<file path="src/rtl/unit_div_seq.sv">
// -----------------------------------------------------------------------------
// unit_div_seq
//   Sequential restoring shift-subtract divider. Produces one quotient bit per
//   clock, then a one-cycle sign-fix step, then a one-cycle done pulse.
//
//   Compile-time option:
//     UNIT_DIV_SIGNED_EN  defined   -> sgn selects two's-complement operands
//                         undefined -> sgn ignored, operands always unsigned
//
//   Handshake: start is sampled only in IDLE; the edge that samples it also
//   captures a/b/sgn. Exactly WIDTH+2 edges later done is high for one cycle
//   (2 edges for a zero divisor), and q/r/div_zero are valid and held until
//   the next result is produced. start outside IDLE is dropped, not queued.
//
//   Ports:
//     clk, rst_n      clock, synchronous active-low reset
//     start, a, b, sgn request and operands
//     busy            RUN or FIX in progress (never set for a zero divisor)
//     done            one-cycle result strobe
//     q, r, div_zero  quotient, remainder, divide-by-zero flag
//     dbg_state       current FSM state (IDLE=0, RUN=1, FIX=2, DONE=3)
//
//   WIDTH must be at least 2.
// -----------------------------------------------------------------------------
module unit_div_seq #(
    parameter int WIDTH = 32
) (
    input  logic             clk,
    input  logic             rst_n,
    input  logic             start,
    input  logic [WIDTH-1:0] a,
    input  logic [WIDTH-1:0] b,
    input  logic             sgn,
    output logic             busy,
    output logic             done,
    output logic [WIDTH-1:0] q,
    output logic [WIDTH-1:0] r,
    output logic             div_zero,
    output logic [1:0]       dbg_state
);

    typedef enum logic [1:0] {
        IDLE = 2'd0,
        RUN  = 2'd1,
        FIX  = 2'd2,
        DONE = 2'd3
    } state_t;

    localparam int CW = $clog2(WIDTH);

    state_t           state;
    logic [WIDTH-1:0] dvd;      // dividend shifting out, quotient shifting in
    logic [WIDTH-1:0] dvs;      // divisor magnitude
    logic [WIDTH-1:0] rem;      // partial remainder
    logic [CW-1:0]    cnt;      // iteration index 0..WIDTH-1
    logic             zero_op;  // current operation is a divide-by-zero

    logic [WIDTH:0]   shifted;
    logic [WIDTH:0]   trial;
    logic [WIDTH-1:0] load_a;
    logic [WIDTH-1:0] load_b;
    logic [WIDTH-1:0] q_fix;
    logic [WIDTH-1:0] r_fix;

`ifdef UNIT_DIV_SIGNED_EN
    logic q_neg;
    logic r_neg;
    logic neg_a;
    logic neg_b;
`else
    logic unused_sgn;
    assign unused_sgn = sgn;
`endif

    assign dbg_state = state;

    always_comb begin
        shifted = {rem, dvd[WIDTH-1]};
        // Bit WIDTH of the difference is the borrow: set means trial < 0.
        trial   = shifted - {1'b0, dvs};
`ifdef UNIT_DIV_SIGNED_EN
        neg_a  = sgn & a[WIDTH-1];
        neg_b  = sgn & b[WIDTH-1];
        // The most negative value maps to itself, which is its correct
        // unsigned magnitude, so MIN / -1 needs no special handling.
        load_a = neg_a ? -a : a;
        load_b = neg_b ? -b : b;
        q_fix  = q_neg ? -dvd : dvd;
        r_fix  = r_neg ? -rem : rem;
`else
        load_a = a;
        load_b = b;
        q_fix  = dvd;
        r_fix  = rem;
`endif
    end

    always_ff @(posedge clk) begin
        if (!rst_n) begin
            state    <= IDLE;
            dvd      <= '0;
            dvs      <= '0;
            rem      <= '0;
            cnt      <= '0;
            zero_op  <= 1'b0;
            busy     <= 1'b0;
            done     <= 1'b0;
            q        <= '0;
            r        <= '0;
            div_zero <= 1'b0;
`ifdef UNIT_DIV_SIGNED_EN
            q_neg    <= 1'b0;
            r_neg    <= 1'b0;
`endif
        end else begin
            case (state)
                IDLE: begin
                    if (start) begin
                        cnt <= '0;
                        if (b != '0) begin
                            dvd     <= load_a;
                            dvs     <= load_b;
                            rem     <= '0;
                            zero_op <= 1'b0;
                            busy    <= 1'b1;
`ifdef UNIT_DIV_SIGNED_EN
                            q_neg   <= neg_a ^ neg_b;
                            r_neg   <= neg_a;
`endif
                            state   <= RUN;
                        end else begin
                            // Zero divisor: park the raw dividend as the
                            // remainder and spend one cycle in FIX (busy stays
                            // low) so done lands two edges after start.
                            dvd     <= '0;
                            dvs     <= '0;
                            rem     <= a;
                            zero_op <= 1'b1;
`ifdef UNIT_DIV_SIGNED_EN
                            q_neg   <= 1'b0;
                            r_neg   <= 1'b0;
`endif
                            state   <= FIX;
                        end
                    end
                end
                RUN: begin
                    rem <= trial[WIDTH] ? shifted[WIDTH-1:0] : trial[WIDTH-1:0];
                    dvd <= {dvd[WIDTH-2:0], ~trial[WIDTH]};
                    cnt <= cnt + 1'b1;
                    if (cnt == CW'(WIDTH - 1)) begin
                        state <= FIX;
                    end
                end
                FIX: begin
                    q        <= zero_op ? '1 : q_fix;
                    r        <= r_fix;
                    div_zero <= zero_op;
                    busy     <= 1'b0;
                    done     <= 1'b1;
                    state    <= DONE;
                end
                DONE: begin
                    done  <= 1'b0;
                    state <= IDLE;
                end
                default: state <= IDLE;
            endcase
        end
    end

endmodule
</file>
<file path="config.mk">
export PLATFORM = sky130hd
export DESIGN_NAME = unit_div_seq
export DESIGN_NICKNAME = d
export VERILOG_FILES = /design/src/rtl/unit_div_seq.sv
export SDC_FILE = /design/constraint.sdc
export NUM_CORES = 1
export LEC_CHECK = 0
export CAP_MARGIN = 20
export CORE_ASPECT_RATIO = 1.2
export CORE_MARGIN = 2
export CORE_UTILIZATION = 55
export CTS_CLUSTER_SIZE = 40
export DETAILED_ROUTE_END_ITERATION = 6
export PLACE_DENSITY_LB_ADDON = 0.05
export SKIP_LAST_GASP = 1
export SLEW_MARGIN = 10
export SYNTH_ARGS = -nofsm -noshare
export SYNTH_HDL_FRONTEND = slang
export SYNTH_SLANG_ARGS = --single-unit
</file>
<file path="constraint.sdc">
create_clock -name clk -period 4.4 [get_ports clk]
set_clock_uncertainty 0.1 [all_clocks]
set_input_delay 1.1 -clock clk [delete_from_list [all_inputs] [get_ports clk]]
set_output_delay 1.1 -clock clk [all_outputs]
set_load 0.02 [all_outputs]
</file>
# --- After elaboration in Yosys (flattened, before gate mapping) ---
# Index checks and enable logic that the tools add are counted.
totals:
  output_inout_bits: 69
  inputBits: 68
  elab_cells: 50
  register_bits: 171
classes:
  addsub: 2
  n_reduce_logical: 9
  n_eq_ne: 7
  mux: 20
  bitwise_logic: 1
op_table:
  columns: ["operator", "count"]
  rows:
  - ["2-to-1 mux 32 bit", 7]
  - ["case mux 32 bit (2 select lines)", 2]
  - ["subtractor 33 x 32 -> 33 bit", 1]
  - ["nonzero test 32 bit", 1]
  - ["case mux 5 bit (2 select lines)", 1]
  - ["case mux 2 bit (4 select lines)", 1]
  - ["2-to-1 mux 2 bit", 3]
  - ["inequality test 2 bit (second input constant)", 3]
  - ["AND reduction 2 bit", 3]
  - ["nonzero test 2 bit", 3]
  - ["adder 5 x 1 -> 5 bit (second input constant)", 1]
  - ["equality test 5 bit (second input constant)", 1]
  - ["2-to-1 mux 5 bit", 1]
  - ["equality test 2 bit (second input constant)", 2]
  - ["case mux 1 bit (2 select lines)", 2]
  - ["2-to-1 mux 1 bit", 3]
  - ["AND reduction 3 bit", 1]
  - ["equality test 2 x 1 -> 1 bit (second input constant)", 1]
  - ["zero test 2 bit", 1]
  - ["inverter 1 bit", 1]

# --- Depth between registers and ports, before layout ---
# Gate-level depths: netlist of the first run.
logic_depth:
  ltp_word: 4
  depth_mapped: 15
  depth_no_buf: 12

# --- Least setup slack after synthesis of the first run ---
# No wires, ideal clock.
synth_path:
  path_kind: "register to register"
  from: "register dvd[31]"
  to: "register rem[10] (netlist: r_fix[10])"
  path_buffers: 2
  path_stages_with_launch: 15
  setup_time_ns: 0.120
  t_arrival_ns: 2.900
  path_slack_ns: 1.280
  required_ns: 4.180
  synth_period_minus_slack_ns: 3.120
  path_cell_list: "dfxtp_1 -> inv_1 -> ha_1 -> fa_1 -> nand2b_1 -> a21o_1 -> a31oi_1 -> a21o_1 -> a2111oi_2 -> and3b_1 -> buf_6 -> buf_12 -> mux2_4 -> a221oi_2 -> nor2_1"
synth_between:
  elab_chain_cells: 3
synth_rtl:
  columns: ["item", "line", "source"]
  rows:
  - ["start, declared", "52", "logic [WIDTH-1:0] dvd;"]
  - ["start signal, assigned", "121", "dvd <= load_a;"]
  - ["start signal, assigned", "149", "dvd <= {dvd[WIDTH-2:0], ~trial[WIDTH]};"]
  - ["subtractor 33 x 32 -> 33 bit", "80", "trial = shifted - {1'b0, dvs};"]
  - ["2-to-1 mux 32 bit", "148", "rem <= trial[WIDTH] ? shifted[WIDTH-1:0] : trial[WIDTH-1:0];"]
  - ["case mux 32 bit (2 select lines)", "116", "case (state)"]
  - ["end signal, assigned", "148", null]
  - ["end, declared", "54", "logic [WIDTH-1:0] rem;"]
# Every way passes these cells.
# A chain may end at the register's enable or synchronous reset.

# --- Worst setup path in the final report of the first run ---
layout_path:
  from: "register dvd[31]"
  to: "register rem[4] (netlist: r_fix[4])"
# The elaborated chain is that of the path after synthesis.

==> impl_metrics.ini, run 1 <==
[power]
p_per_area_mw_per_mm2 = 951
irDropWorstVdd_uv = 588
cellLeakagePower_nw = 4.19
total_power_w = 0.0105

[clock_network]
clock_path_buffers = 2
clock_latency_ps = 430
post_cts_buffers = 0
cts_hold_buffers = 0
cts_root_buf = clkbuf_16
cts_made_buffers = 17
tritoncts = done
h-tree-depth = 4
postCtsResizedCells = 0
cts.sinks = 171
clk_pin_slew_ps = 70

[global_routing]
track_usage_pct = 26.1
antenna_found_initial = 0
top_usage_layer = met2
grt_pass1_wl_um = 36400
met3_usage_pct = 5.28
grt_overflow = 0
grt_max_degree = 93
met1_usage_pct = 37.9
met2_usage_pct = 39.1
grt_pass1_vias = 6982

[timing]
tightest_slew_ps = 904
fin_crit_sh_pct = 87.5
fmax_mhz = 260
max_slew_margin_pct = 39.7
hold_viol = 0
slew_violations = 0
setup_viol_count_final = 0
rsz0062_at_grt = no
post-route-min-period_ps = 3850
finalSetupTns_ps = 0

[final_layout]
antenna_cells = 0
final_cells = 1366
syn_to_final_growth_pct = 23.8
nNetsFinal = 1249
drive_gt1_share_pct = 10.5

[logic_synthesis]
synth_top_area_share_pct = 38.2
async_flop_share_pct = 0
syn_nets = 1154
yosys_warnings = 0
netlist_instances = 1047
syn_avg_cell_area_um2 = 8.55
synth_cell_type_count = 67
synth_area_leaders = dfxtp_1 (38%), ha_1 (5.3%), nand2_1 (5.0%)
yosysSeqAreaShare_pct = 38.2
synth_seq_cells = 171
synth_area_mm2 = 0.00895
yosysTopAreaCell = dfxtp_1
synth_edf_count = 0
ys.flop_type = dfxtp_1

[placement]
portBuffers = 135
dp.final_hpwl_um = 16000
place.gp.congestion = 0.891
dp_cells = 1335

[routing]
vias = 8048
drt_wl_total_um = 23000
drt-initial-drc-count = 582
avgViaCountPerCell = 5.89
drc = 0
wl_per_cell_um = 16.8
first_pass_iters = 7
antenna_left = 0

[critical_path]
path_class = reg2reg
r2r.worst_path.cells = 13
arrival_ps = 4070
cp.required_ps = 4620
end_kind = flop
worstSetupStartpointType = flop
critPathMaxFanout = 32

[floorplanning]
die_height_um = 144
io_pins = 137
fp.coreArea_mm2 = 0.0161
dieArea_mm2 = 0.0173
start_util_pct = 55.7
rows = 51
die_w_um = 120

[worst_hold_path]
holdPathStages = 2
hold_class = reg2reg

[job]
maxCapViolations = 0

[run_status]
status = completed
[worst max-delay path, cell delays in order, from the launching register on]
cell and delay, ps:
dfxtp_1 380, inv_1 60, ha_1 220, fa_1 420
nand2b_1 180, a21o_1 190, a31oi_1 340, a21o_1 280
a2111oi_2 100, and3b_2 480, buf_12 250, mux2_2 350
a221oi_1 270, nor2_1 90
[final timing paths]
| check | start | endpoint | slack (ps) |
|---|---|---|---|
| max reg2reg | dvd[31] | r_fix[4] | 550 |
| min | dvs[7] | dvs[7] | 350 |
| min reg2reg | dvs[7] | dvs[7] | 350 |
| max | dvd[31] | r_fix[4] | 550 |
[metrics by stage]
stage / hold slack [ps] / setup slack [ps] / utilization [%] / area (um^2)
2_1_floorplan: 336 / 1280 / - / 8950
3_3_place_gp: 343 / 679 / 64.7 / 10400
3_5_place_dp: 347 / 566 / 64.7 / 10400
4_1_cts: 356 / 544 / 68.9 / 11100
5_1_grt: 365 / 364 / 68.9 / 11100
6_report: 355 / 550 / 68.9 / 11100
[layout make-up]
class	instances	area (um^2)
clock inverters	12	211
repair buffers	151	1490
fillers	1360	5000
well taps	212	265
multi-input cells	758	5070
flip-flops and latches	171	3420
inverters	43	161
clock buffers	19	453
[sequential cells by signal, indices dropped and copies added, names as in the netlist]
signal,count
busy,1
cnt,5
dbg_state,2
div_zero,1
done,1
dvd,32
dvs,32
q,32
r,32
r_fix,32
zero_op,1
[Yosys cell counts (all sizes together) (17+ instances only)]
cell,number
a221oi,47
ha,38
mux2i,40
nand2,120
clkbuf,63
a21oi,87
nor3,36
xnor2,17
o21ai,56
dfxtp,171
o221a,30
inv,43
nor2,94
nor2b,24
[power breakdown]
part / switching, W / total (W) / internal, W / leakage [nW]
clock: 0.000648 / 0.00169 / 0.00105 / 0.323
combinational: 0.00351 / 0.00641 / 0.00290 / 2.47
sequential: 0.000415 / 0.00244 / 0.00202 / 1.40
[cell usage in the layout (no fill, tap or decap), types with 24 or more instances in the layout]
| master | n |
|---|---|
| ha_1 | 36 |
| a21oi_1 | 86 |
| nor3_1 | 35 |
| dfxtp_1 | 171 |
| a221oi_1 | 38 |
| o221a_2 | 30 |
| nor2b_1 | 24 |
| nand2_1 | 120 |
| clkdlybuf4s50_1 | 134 |
| nor2_1 | 93 |
| mux2i_1 | 40 |
| inv_1 | 42 |
| o21ai_0 | 52 |
[cells by family after synthesis]
group / count (synthesis) / synth area share [%]
AO/OA/AOI/OAI: 298 / 24.2
XOR/XNOR: 27 / 2.64
buffers and inverters: 118 / 5.45
AND/OR/NAND/NOR: 339 / 17.2
flip-flops: 171 / 38.2
multiplexers: 55 / 6.74
adder cells (fa/ha/maj): 39 / 5.54
[per-layer routing]
layer,routed length (um),vias to the layer above
met1,11200,3779
met4,421,0
met3,1280,32
met2,10100,254
met5,0,-
li1,-,3983
Note: power is estimated with default switching activity, not from simulation.
==> run 2, diff against run 1 <==
--- a/config.mk
+++ b/config.mk
@@ -9,7 +9,6 @@
 export CORE_ASPECT_RATIO = 1.2
 export CORE_MARGIN = 2
 export CORE_UTILIZATION = 55
-export CTS_CLUSTER_SIZE = 40
 export DETAILED_ROUTE_END_ITERATION = 6
 export PLACE_DENSITY_LB_ADDON = 0.05
 export SKIP_LAST_GASP = 1
==> results of run 2 <==
Final layout, timing and power as in run 1 (identical DEF).
==> RTL edit 1 (settings of run 2) <==
`WIDTH`: 32 -> 64.
--- a/src/rtl/unit_div_seq.sv
+++ b/src/rtl/unit_div_seq.sv
@@ -25,3 +25,3 @@
 module unit_div_seq #(
-    parameter int WIDTH = 32
+    parameter int WIDTH = 64
 ) (
Interface: changed (resized a, b, q and r); port bits go from 137 to 265. The function was not compared with the original's and may differ.
==> RTL edit 1 against run 2 <==
Total power increased by 92%. Sequential cell count rose by 161. Global-route usage up 7.8 points. Design area rose by 94%. Worst setup slack worse by 0.079 ns. Routed wire length rose by 150%. First-iteration DRC count increased to 3.0 times the old value. Hold slack got worse by 0.0011 ns. Highest routed layer unchanged. Synthesized area up 92%. Clock power up 91%.
==> RTL edit 1: results (changes against run 2) <==
final_layout:
  nets: 2529  # +100%
  fillCellCount: 2563  # +88%
  drive_gt1_share_pct: 6.89  # -3.6 points
pwr:
  leakage_nw: 8.26  # +97%
  comb_power_mw: 12.2  # +90%
  switching_power_mw: 9.28  # +100%
  clkPwrFrac_pct: 15.9  # -0.2 points
placed_design:
  place_congestion: 0.927  # +4.0%
  portBuffers: 263  # +95%
worst_setup_path:
  r2r_end: "r_fix[31]"
  path_max_fanout: 41  # +28%
  rrSetupSlack_ns: 0.47  # -0.08 ns
  slowest_stage: "a211oi_1"
  setup.worst_path.start: "dvs[49]"
global_route:
  grt_pass1_wl_um: 87500  # +140%
  grt_pass1_vias: 15900  # +130%
synth:
  synth_fa_ha_area_share_pct: 5.14  # -0.40 points
  synthTopCellsByArea: "dfxtp_1, a21oi_1, mux2i_1, nor2_1, nand2_1"
  netlist-cell-type-count: 69  # +3.0%
  synth-xor-area-share_pct: 2.80  # +0.16 points
  synth.top_cells.by_count: "dfxtp_1, a21oi_1, nor2_1"
  synth-compound-area-share_pct: 24.1  # -0.14 points
  syn-num-nets: 2343  # +100%
  yosysSeqAreaShare_pct: 38.7  # +0.42 points
clock_network:
  cts_max_path_buffers: 3  # +1
  clock_latency_ns: 0.54  # +0.11 ns
  cts_max_level: 2  # -2
  numCtsBuffers: 35  # +18
sta:
  whs_ns: 0.353  # -0.00109 ns
  slew_headroom_pct: 27.2  # -13 points
hold_path:
  min_to: "dvs[32]"
  hp-start: "dvs[32]"
detailed_routing:
  dr.pass1.iters: 6  # -1
  wl_um: 56500  # +150%
  dr_wl_met2_um: 24800  # +150%
  drt-initial-drc-count: 1761  # +200%
outcome:
  outcome: "complete, no violations"
RTL edit 1: changes by cell type after synthesis, moves of 19 or more:
cell	delta
ha_1	+31
a21oi_1	+172
dfxtp_1	+161
nor2_1	+159
inv_1	+51
nor2b_1	-19
nor3_1	+41
nand2_1	+112
mux2i_1	+66
o21ai_0	+44
xnor2_1	+23
clkbuf_1	+77
o22ai_1	+31
a221oi_1	+40
RTL edit 1: cell type report:
| type | count | share of cell area, % |
|---|---|---|
| clock buffers | 47 | 4.58 |
| inverters | 94 | 1.67 |
| flip-flops and latches | 332 | 31.0 |
| repair buffers | 313 | 14.5 |
| clock inverters | 15 | 1.18 |
| well taps | 396 | 2.31 |
| multi-input cells | 1551 | 44.8 |
RTL edit 1: stage by stage:
stage,setup WS (ns),util (%)
2_1_floorplan,0.876,-
4_1_cts,0.500,70.0
6_report,0.471,70.0
3_5_place_dp,0.534,66.0
3_3_place_gp,0.603,66.0
5_1_grt,0.282,70.0
==> RTL edit 2 (flow settings as in run 2) <==
Made on the original files. Put one more register stage on the output `r`, with the module's reset. The value now appears one clock later. The other outputs are not delayed to match.
--- a/src/rtl/unit_div_seq.sv
+++ b/src/rtl/unit_div_seq.sv
@@ -49,2 +49,4 @@
     localparam int CW = $clog2(WIDTH);
+
+    logic [WIDTH-1:0] r_s0;
 
@@ -108,3 +110,3 @@
             q        <= '0;
-            r        <= '0;
+            r_s0     <= '0;
             div_zero <= 1'b0;
@@ -156,3 +158,3 @@
                     q        <= zero_op ? '1 : q_fix;
-                    r        <= r_fix;
+                    r_s0     <= r_fix;
                     div_zero <= zero_op;
@@ -171,2 +173,10 @@
 
+    always_ff @(posedge clk) begin
+        if (!rst_n) begin
+            r <= '0;
+        end else begin
+            r <= r_s0;
+        end
+    end
+
 endmodule
Formal check against the unedited RTL: not equivalent (a bounded check fails within 4 cycles, from zero or initial values and one cycle with rst_n low).
==> RTL edit 2 against run 2 <==
Total power is 4.2% higher. Sequential power grew 12%. Synthesized area increased by 9.6%. Synthesized cell count rose by 6.7%. First-iteration DRC count rose by 25%. Routed wire length grew 6.8%. Sequential cell count is 32 higher. Clock power grew 8%. Sequential share of layout area increased by 3.0 points. Worst setup slack gained 0.078 ns. Design area up 8.2%.
==> RTL edit 2: results (changes against run 2) <==
detailed_routing:
  wl_per_cell_um: 17.0  # +0.99%
  wl_um: 24600  # +6.8%
  dr.pass1.iters: 5  # -2
  drt-initial-drc-count: 728  # +25%
  vias: 8403  # +4.4%
global_route:
  grt_start_max_net_pins: 98  # +5.4%
  grt_pass1_wl_um: 40100  # +10%
  grt_pass1_vias: 7671  # +9.9%
  grt_usage_pct: 25.7  # -0.42 points
synth:
  syn-num-nets: 1224  # +6.1%
  synthCells: 1117  # +6.7%
  synth.top_cells.by_count: "dfxtp_1, nand2_1, nor2_1"
  synthTopCellsByArea: "dfxtp_1, ha_1, nand2_1, a21oi_1, mux2i_1"
  yosysSeqAreaShare_pct: 41.4  # +3.2 points
worst_setup_path:
  critPathArrivalTime_ns: 4.05  # -0.02 ns
  rrSetupSlack_ns: 0.63  # +0.08 ns
  path_max_fanout: 14  # -56%
clock_network:
  cts_max_level: 1  # -3
  clock_latency_ns: 0.50  # +0.07 ns
  cts_max_path_buffers: 3  # +1
  numCtsBuffers: 21  # +4
final_layout:
  nets: 1320  # +5.7%
  drive_gt1_share_pct: 9.80  # -0.69 points
pwr:
  p_clk_mw: 1.82  # +8%
  power_density_mw_per_mm2: 916  # -3.7%
  vdd_drop_max_mv: 0.429  # -27%
  switching_share_pct: 42.4  # -0.97 points
  seq_power_mw: 2.74  # +12%
  leakage_nw: 4.57  # +9.1%
sta:
  slew_headroom_pct: 33.7  # -6.0 points
  whs_ns: 0.354  # -0.000558 ns
  fmaxAchievable_mhz: 265  # +2.1%
placed_design:
  pre_cts_slack_ns: 0.638  # +0.0721 ns
  place_inst: 1409  # +5.5%
  place_congestion: 0.896  # +0.56%
  dpl_cell_area_mm2: 0.0113  # +8.1%
  dpl.hpwl_um: 17000  # +6.1%
hold_path:
  hp-start: "r_s0[7]"
outcome:
  outcome: "complete, no violations"
[RTL edit 2: cell count changes after synthesis]
cell,before,now
dfxtp_1,171,203
buf_1,5,6
o221a_2,30,28
nor2b_1,24,26
clkbuf_1,63,66
and2_1,6,38
o22ai_1,2,4
[RTL edit 2: worst max-delay path, stage by stage (launching register included)]
cell	delay, ns
dfxtp_1	0.38
inv_1	0.06
ha_1	0.22
fa_1	0.40
nand2b_1	0.18
a21o_1	0.20
a31oi_1	0.34
a21o_1	0.25
a2111oi_2	0.09
and3b_2	0.50
buf_4	0.29
mux2_4	0.33
a221oi_2	0.23
nor2_1	0.08
[RTL edit 2: final cells by class]
type	instances	area, um^2
fillers	1518	5530
clock inverters	6	113
repair buffers	152	1490
clock buffers	29	596
well taps	220	275
flip-flops and latches	203	4060
inverters	43	161
multi-input cells	792	5280
[RTL edit 2: kinds of logic after synthesis]
| kind of cell | count (synthesis) | synth area share, % |
|---|---|---|
| fa+ha+maj | 39 | 5.05 |
| xor+xnor | 27 | 2.41 |
| buf+inv | 122 | 5.13 |
| simple gates | 373 | 17.9 |
| mux | 55 | 6.15 |
| compound gates | 298 | 22.0 |
| flops | 203 | 41.4 |
[RTL edit 2: final timing paths]
path	endpoint	depth (start not counted)
max	r_fix[24]	13
min	r[7]	1
max reg2reg	r_fix[24]	13
min reg2reg	r[7]	1
[RTL edit 2: metal layers]
| layer | part of all wire, % | global-route usage [%] | up-vias |
|---|---|---|---|
| met1 | 49 | 38.4 | 3932 |
| met4 | 1.2 | 4.78 | 0 |
| li1 | - | - | 4199 |
| met3 | 5.6 | 3.45 | 26 |
| met2 | 44 | 40.0 | 246 |
| met5 | 0 | 0 | - |
